## src/rtl/seg7_score_scan.sv

```systemverilog
// Three-digit 7-segment scanner for BCD score digits: strobed shadow latch,
// leading-zero blanking, dash for non-BCD digits and whole-display blink.
module seg7_score_scan #(
  parameter int SCAN_DIV   = 100000,
  parameter int BLINK_HALF = 250
) (
  input  logic       clk,
  input  logic       rst_n,
  input  logic [3:0] one,
  input  logic [3:0] ten,
  input  logic [3:0] hun,
  input  logic       upd,
  input  logic       lz_en,
  input  logic       blink_en,
  output logic [7:0] seg,
  output logic [2:0] an
);

  localparam int DW = (SCAN_DIV > 1) ? $clog2(SCAN_DIV) : 1;
  localparam int BW = (BLINK_HALF > 1) ? $clog2(BLINK_HALF) : 1;

  logic [DW-1:0] div_q, div_d;
  logic [1:0]    sel_q, sel_d;
  logic [BW-1:0] bcnt_q, bcnt_d;
  logic          phase_q, phase_d;
  logic          started_q, started_d;
  logic [3:0]    sh_one_q, sh_one_d, sh_ten_q, sh_ten_d, sh_hun_q, sh_hun_d;
  logic [7:0]    seg_q, seg_d;
  logic [2:0]    an_q, an_d;

  logic       tick;
  logic [3:0] digit;
  logic       blank;
  logic [6:0] dec;

  always_comb begin
    tick   = (div_q == DW'(SCAN_DIV - 1));
    div_d  = tick ? '0 : div_q + DW'(1);

    case (sel_q)
      2'd0:    sel_d = tick ? 2'd1 : 2'd0;
      2'd1:    sel_d = tick ? 2'd2 : 2'd1;
      2'd2:    sel_d = tick ? 2'd0 : 2'd2;
      default: sel_d = 2'd0;
    endcase

    sh_one_d = upd ? one : sh_one_q;
    sh_ten_d = upd ? ten : sh_ten_q;
    sh_hun_d = upd ? hun : sh_hun_q;

    bcnt_d  = bcnt_q;
    phase_d = phase_q;
    if (!blink_en) begin
      bcnt_d  = '0;
      phase_d = 1'b0;
    end else if (tick) begin
      if (bcnt_q == BW'(BLINK_HALF - 1)) begin
        bcnt_d  = '0;
        phase_d = ~phase_q;
      end else begin
        bcnt_d = bcnt_q + BW'(1);
      end
    end

    // Outputs stay dark for the first edge after reset so an=001 appears on the second.
    started_d = 1'b1;

    digit = 4'd0;
    blank = 1'b0;
    case (sel_q)
      2'd0: digit = sh_one_q;
      2'd1: begin
        digit = sh_ten_q;
        blank = lz_en && (sh_hun_q == 4'd0) && (sh_ten_q == 4'd0);
      end
      2'd2: begin
        digit = sh_hun_q;
        blank = lz_en && (sh_hun_q == 4'd0);
      end
      default: blank = 1'b1;
    endcase

    case (digit)
      4'd0:    dec = 7'h3F;
      4'd1:    dec = 7'h06;
      4'd2:    dec = 7'h5B;
      4'd3:    dec = 7'h4F;
      4'd4:    dec = 7'h66;
      4'd5:    dec = 7'h6D;
      4'd6:    dec = 7'h7D;
      4'd7:    dec = 7'h07;
      4'd8:    dec = 7'h7F;
      4'd9:    dec = 7'h6F;
      default: dec = 7'h40;
    endcase

    an_d  = 3'b000;
    seg_d = 8'h00;
    if (started_q && !(blink_en && phase_q) && (sel_q != 2'd3)) begin
      an_d  = 3'b001 << sel_q;
      seg_d = blank ? 8'h00 : {1'b0, dec};
    end
  end

  always_ff @(posedge clk or negedge rst_n) begin
    if (!rst_n) begin
      div_q     <= '0;
      sel_q     <= 2'd0;
      bcnt_q    <= '0;
      phase_q   <= 1'b0;
      started_q <= 1'b0;
      sh_one_q  <= 4'd0;
      sh_ten_q  <= 4'd0;
      sh_hun_q  <= 4'd0;
      seg_q     <= 8'h00;
      an_q      <= 3'b000;
    end else begin
      div_q     <= div_d;
      sel_q     <= sel_d;
      bcnt_q    <= bcnt_d;
      phase_q   <= phase_d;
      started_q <= started_d;
      sh_one_q  <= sh_one_d;
      sh_ten_q  <= sh_ten_d;
      sh_hun_q  <= sh_hun_d;
      seg_q     <= seg_d;
      an_q      <= an_d;
    end
  end

  assign seg = seg_q;
  assign an  = an_q;

endmodule
```

## config.mk

```make
export PLATFORM = sky130hd
export DESIGN_NAME = seg7_score_scan
export DESIGN_NICKNAME = d
export VERILOG_FILES = /design/src/rtl/seg7_score_scan.sv
export SDC_FILE = /design/constraint.sdc
export NUM_CORES = 1
export LEC_CHECK = 0
export CORE_ASPECT_RATIO = 2
export CORE_MARGIN = 2
export CORE_UTILIZATION = 45
export CTS_BUF_LIST = sky130_fd_sc_hd__clkbuf_8 sky130_fd_sc_hd__clkbuf_16
export DETAILED_ROUTE_END_ITERATION = 8
export MAX_ROUTING_LAYER = met4
export PLACE_DENSITY = 0.74
export SKIP_LAST_GASP = 1
export SYNTH_ARGS = -nofsm -noshare
export SYNTH_HDL_FRONTEND = slang
export SYNTH_SLANG_ARGS = --single-unit
export TNS_END_PERCENT = 100
```

## constraint.sdc

```tcl
create_clock -name clk -period 2.6 [get_ports clk]
set_input_delay 0.78 -clock clk [delete_from_list [all_inputs] [get_ports clk]]
set_output_delay 0.78 -clock clk [all_outputs]
set_load 0.05 [all_outputs]
```

; ---- Word level (Yosys, flattened, before mapping)
; Memory sizes are Yosys's and may differ from the RTL's.
; Cells that the tools add are included.
[totals]
reg_bits = 52
romBits = 112
in_bits = 17
output_inout_bits = 11
word_cells = 48
mem_count = 1
[classes]
n_addsub = 2
eq_ne = 7
shifts = 1
muxes = 16
bitwise = 1
reduce_logical = 10
[memory_table]
columns = memory, words, width, rd, rd_clocked_by_memory_dff, write_ports, line
row1 = (no name shown), 16, 7, 1, 0, 0, 83  ; case (digit)
[ops]
columns = operator, n
row1 = $mux W8, 3
row2 = $add A17 B1 Y17 const B, 1
row3 = $eq A17 B17 Y1 const B, 1
row4 = $mux W17, 1
row5 = $mux W7, 2
row6 = $pmux W4 S3, 1
row7 = $add A8 B1 Y8 const B, 1
row8 = $eq A8 B8 Y1 const B, 1
row9 = $logic_not A4 Y1, 2
row10 = $pmux W2 S3, 1
row11 = $logic_and A1 B1 Y1, 5
row12 = $mux W1, 4
row13 = $mux W2, 2
row14 = $ne A2 B1 Y1 const B, 2
row15 = $mux W3, 1
row16 = $pmux W1 S3, 1
row17 = $shl A1 B2 Y3 const A, 1
row18 = $eq A2 B1 Y1 const B, 1
row19 = $eq A2 B2 Y1 const B, 1
row20 = $logic_not A2 Y1, 1
row21 = $ne A2 B2 Y1 const B, 1
row22 = $reduce_and A2 Y1, 1
row23 = $logic_not A1 Y1, 1
row24 = $not A1 Y1, 1

; ---- Depth between registers and ports, before layout
[depth]
depth_word = 6
mapped_depth = 7
ltp_nobuf = 6

; ---- Worst setup path before layout
; Ideal clock, no wire load.
[synth_timing]
path_kind = flip-flop to flip-flop
start = register sel_q[0]
end = register seg_q[3], in the netlist seg[3]
setup_time_ps = 85
arrival_time_ps = 2229
required_ps = 2515
setup_slack_ps = 286
path_stages_with_launch = 8
path_buffers = 1
synth_period_minus_slack_ps = 2314
path_cell_list = dfrtp_1 buf_2 mux2_1 a22oi_1 inv_1 ha_1 or4_1 a31oi_1
[synth_via]
elab_chain_len = 5
elab_cells_between_ends = 10
cone_classes = eq/ne (3) / mux (4) / reduce/logical (2) / memory (1)
[synth_rtl]
columns = element, line
row1 = from (decl), 23  ; logic [1:0] sel_q, sel_d;
row2 = from (signal assigned), 119  ; sel_q <= sel_d;
row3 = "$eq A2 B2 Y1, or another cell as far along", 70  ; case (sel_q)
row4 = $pmux W4 S3, 70
row5 = $mem_v2 Z16 W7, -
row6 = $mux W7, 101  ; seg_d = blank ? 8'h00 : {1'b0, dec};
row7 = $mux W7 (*), 99  ; if (started_q && !(blink_en && phase_q) && (sel_q != 2'd3)) begin
row8 = named net seg_d[3], 28  ; logic [7:0] seg_q, seg_d;
row9 = to (signal assigned), 126  ; seg_q <= seg_d;
row10 = to (decl), 28
; The timed path passes the listed nets; every way through them passes the cells marked *.
; A chain may end at the register's enable or synchronous reset.

; ---- Final worst setup path
; Same ends and word-level chain as after synthesis.

==> results.ini <==
[run_status]
status=finished clean

[clock_network]
post_cts_buffers=0
clkLatencyLatePin_ns=0.31
cts_tree=built
cts_sinks=51
path_clk_slew_ns=0.09
clockBufferDepth=2
root_buffer=clkbuf_8
cts_buffers=5
h-tree-depth=2
post_cts_resized=0
ctsHoldBuffers=0

[synthesis]
yosys_warnings=0
post-synth-top-count-cell=dfrtp_1
netlist_top_cells_count=dfrtp_1 (51), mux2_2 (13), nand2_1 (11), nor2_1 (11)
synth_top_area_share_pct=49.9
syn_area_um2=2560
synth_top_flop_cell=dfrtp_1
synth-edff-count=0
synthTopCellsByArea=dfrtp_1 (50%), mux2_2 (5.7%), ha_1 (3.4%)
synth_cells=233
syn_nets=257
ys_ff_latch=51
async_flop_share_pct=100
ys_types=52
syn_area_per_cell_um2=11.0
synth-seq-area-share_pct=49.9
synth.largest_area_cell=dfrtp_1

[power]
p_per_area_nw_per_um2=508
finalPower_mw=1.49
cellLeakagePower_nw=1.23
irDropWorstVdd_uv=409

[grt]
grt_overflow_total=0
grt_pass1_vias=2026
grt_max_degree=21
grtUsageTotal_pct=18.8
antenna_found_initial=0
grt_pass1_wl_mm=9.16

[detailed_routing]
dr.first_iter.drc_count=69
detail-route-antenna-nets=0
num_vias=1913
met2WireLength_mm=2.82
routed_via_density=5.96
wl_mm=5.18
drt-met1-wl_mm=1.97
dr.pass1.iters=4
wl_per_cell_um=16.1
route.met3.wl_um=157
highest_layer=met4
drc=0

[sta]
fin_skew_ns=0.0102
maxSlewHeadroom_pct=48.8
period_needed_ns=2.36
rsz0062_at_grt=no
setup_viol=0
worst-slew-pin-transition_ns=0.763
slew_violations=0
fmax_mhz=424
finalHoldViolCount=0
fin_setup_tns_ns=0
fin_crit_sh_pct=90.8

[worst_setup_path]
required_ns=2.83
setup.worst_path.class=reg -> reg
cp.arrival_ns=2.59
crit_fanout=8
end_kind=register
critPathLaunchType=register

[floorplanning]
rows=38
die_h_um=111
initial_utilization_pct=46.8
dieArea_um2=6340
ios=28
core_um2=5470
fp.dieW_um=57.3

[place]
io_buffers=26
place_inst=313
finalWeightedCongestion=0.886
dpl.hpwl_mm=3.82

[layout]
nets=284
drive_gt1_share_pct=11.9
syn_to_final_growth_pct=15.1
seq_area_um2=1280
layout.cells.non_filler=321
diodes=0
multi_input_area_um2=1190
fillers=481

[flow_run]
drv_cap=0

[worst_hold_path]
hp-class=in -> async

## area by class of cell
type	instances	share of cell area (%)
Clock buffer	5	2.34
Inverter	5	0.638
Timing Repair Buffer	32	10.2
Multi-Input combinational cell	165	40.5
Sequential cell	51	43.4
Tap cell	60	2.55
Clock inverter	3	0.425
## power breakdown
| part | internal, mW | switching, mW |
|---|---|---|
| clock network | 0.182 | 0.259 |
| registers | 0.824 | 0.0182 |
| logic | 0.0900 | 0.122 |
| total | 1.10 | 0.399 |
## metal layers
layer  global-route usage, %  vias to the layer above
met5                       -                        -
met4                    11.6                        0
met3                    3.75                       21
met2                    32.3                       35
met1                    18.6                      954
li1                        -                      903
## stage by stage
stage	utilization, %	area [um2]	hold WS [ns]	setup WS [ns]
6_report	53.8	2940	0.388	0.240
5_1_grt	53.8	2940	0.431	0.0829
4_1_cts	53.8	2940	0.397	0.236
3_5_place_dp	52.3	2860	0.482	0.293
3_3_place_gp	52.3	2860	0.471	0.340
2_1_floorplan	-	2560	0.448	0.286
## placed cells by master (no fill, tap or decap), types with 7 or more instances in the layout
cell type / Yosys / final
nand4_1: 9 / 9
clkdlybuf4s50_1: 0 / 25
o21ai_0: 8 / 8
ha_1: 7 / 7
dfrtp_1: 51 / 51
nand3_1: 9 / 9
mux2_2: 13 / 13
nor2_1: 11 / 11
nand2_1: 11 / 11
xnor2_1: 7 / 7
## sequential cells by signal (all words and copies together) (netlist names)
name	cells
started_q	1
sh_ten_q	4
sh_hun_q	4
phase_q	1
an	3
sh_one_q	4
sel_q	2
div_q	17
seg	7
bcnt_q	8
## final timing paths
path                           from  slack [ns]         to  cells past startpoint
setup / recovery           sel_q[0]        0.24     seg[3]                      6
min in group clk           div_q[0]        0.49   div_q[0]                      1
max in group asynchronous     rst_n        1.62   div_q[2]                      2
hold / removal                rst_n        0.39  bcnt_q[2]                      1
hold reg to reg            div_q[0]        0.49   div_q[0]                      1
setup reg to reg           sel_q[0]        0.24     seg[3]                      6
## critical path, stage by stage (launching register included)
cell and delay (ns):
dfrtp_1 0.47, mux2_1 0.35, a22oi_1 0.34, inv_1 0.12, ha_1 0.32, or4_1 0.52, a31oi_1 0.17
## cells by family after synthesis
group	Yosys count	share of synthesized area (%)
AO/OA/AOI/OAI	40	10.9
XOR/XNOR	13	4.45
adder cells (fa/ha/maj)	7	3.42
buffers and inverters	17	3.52
flip-flops	51	49.9
multiplexers	18	7.83
other	2	0.294
AND/OR/NAND/NOR	85	19.7
(Power assumes the default switching activity.)
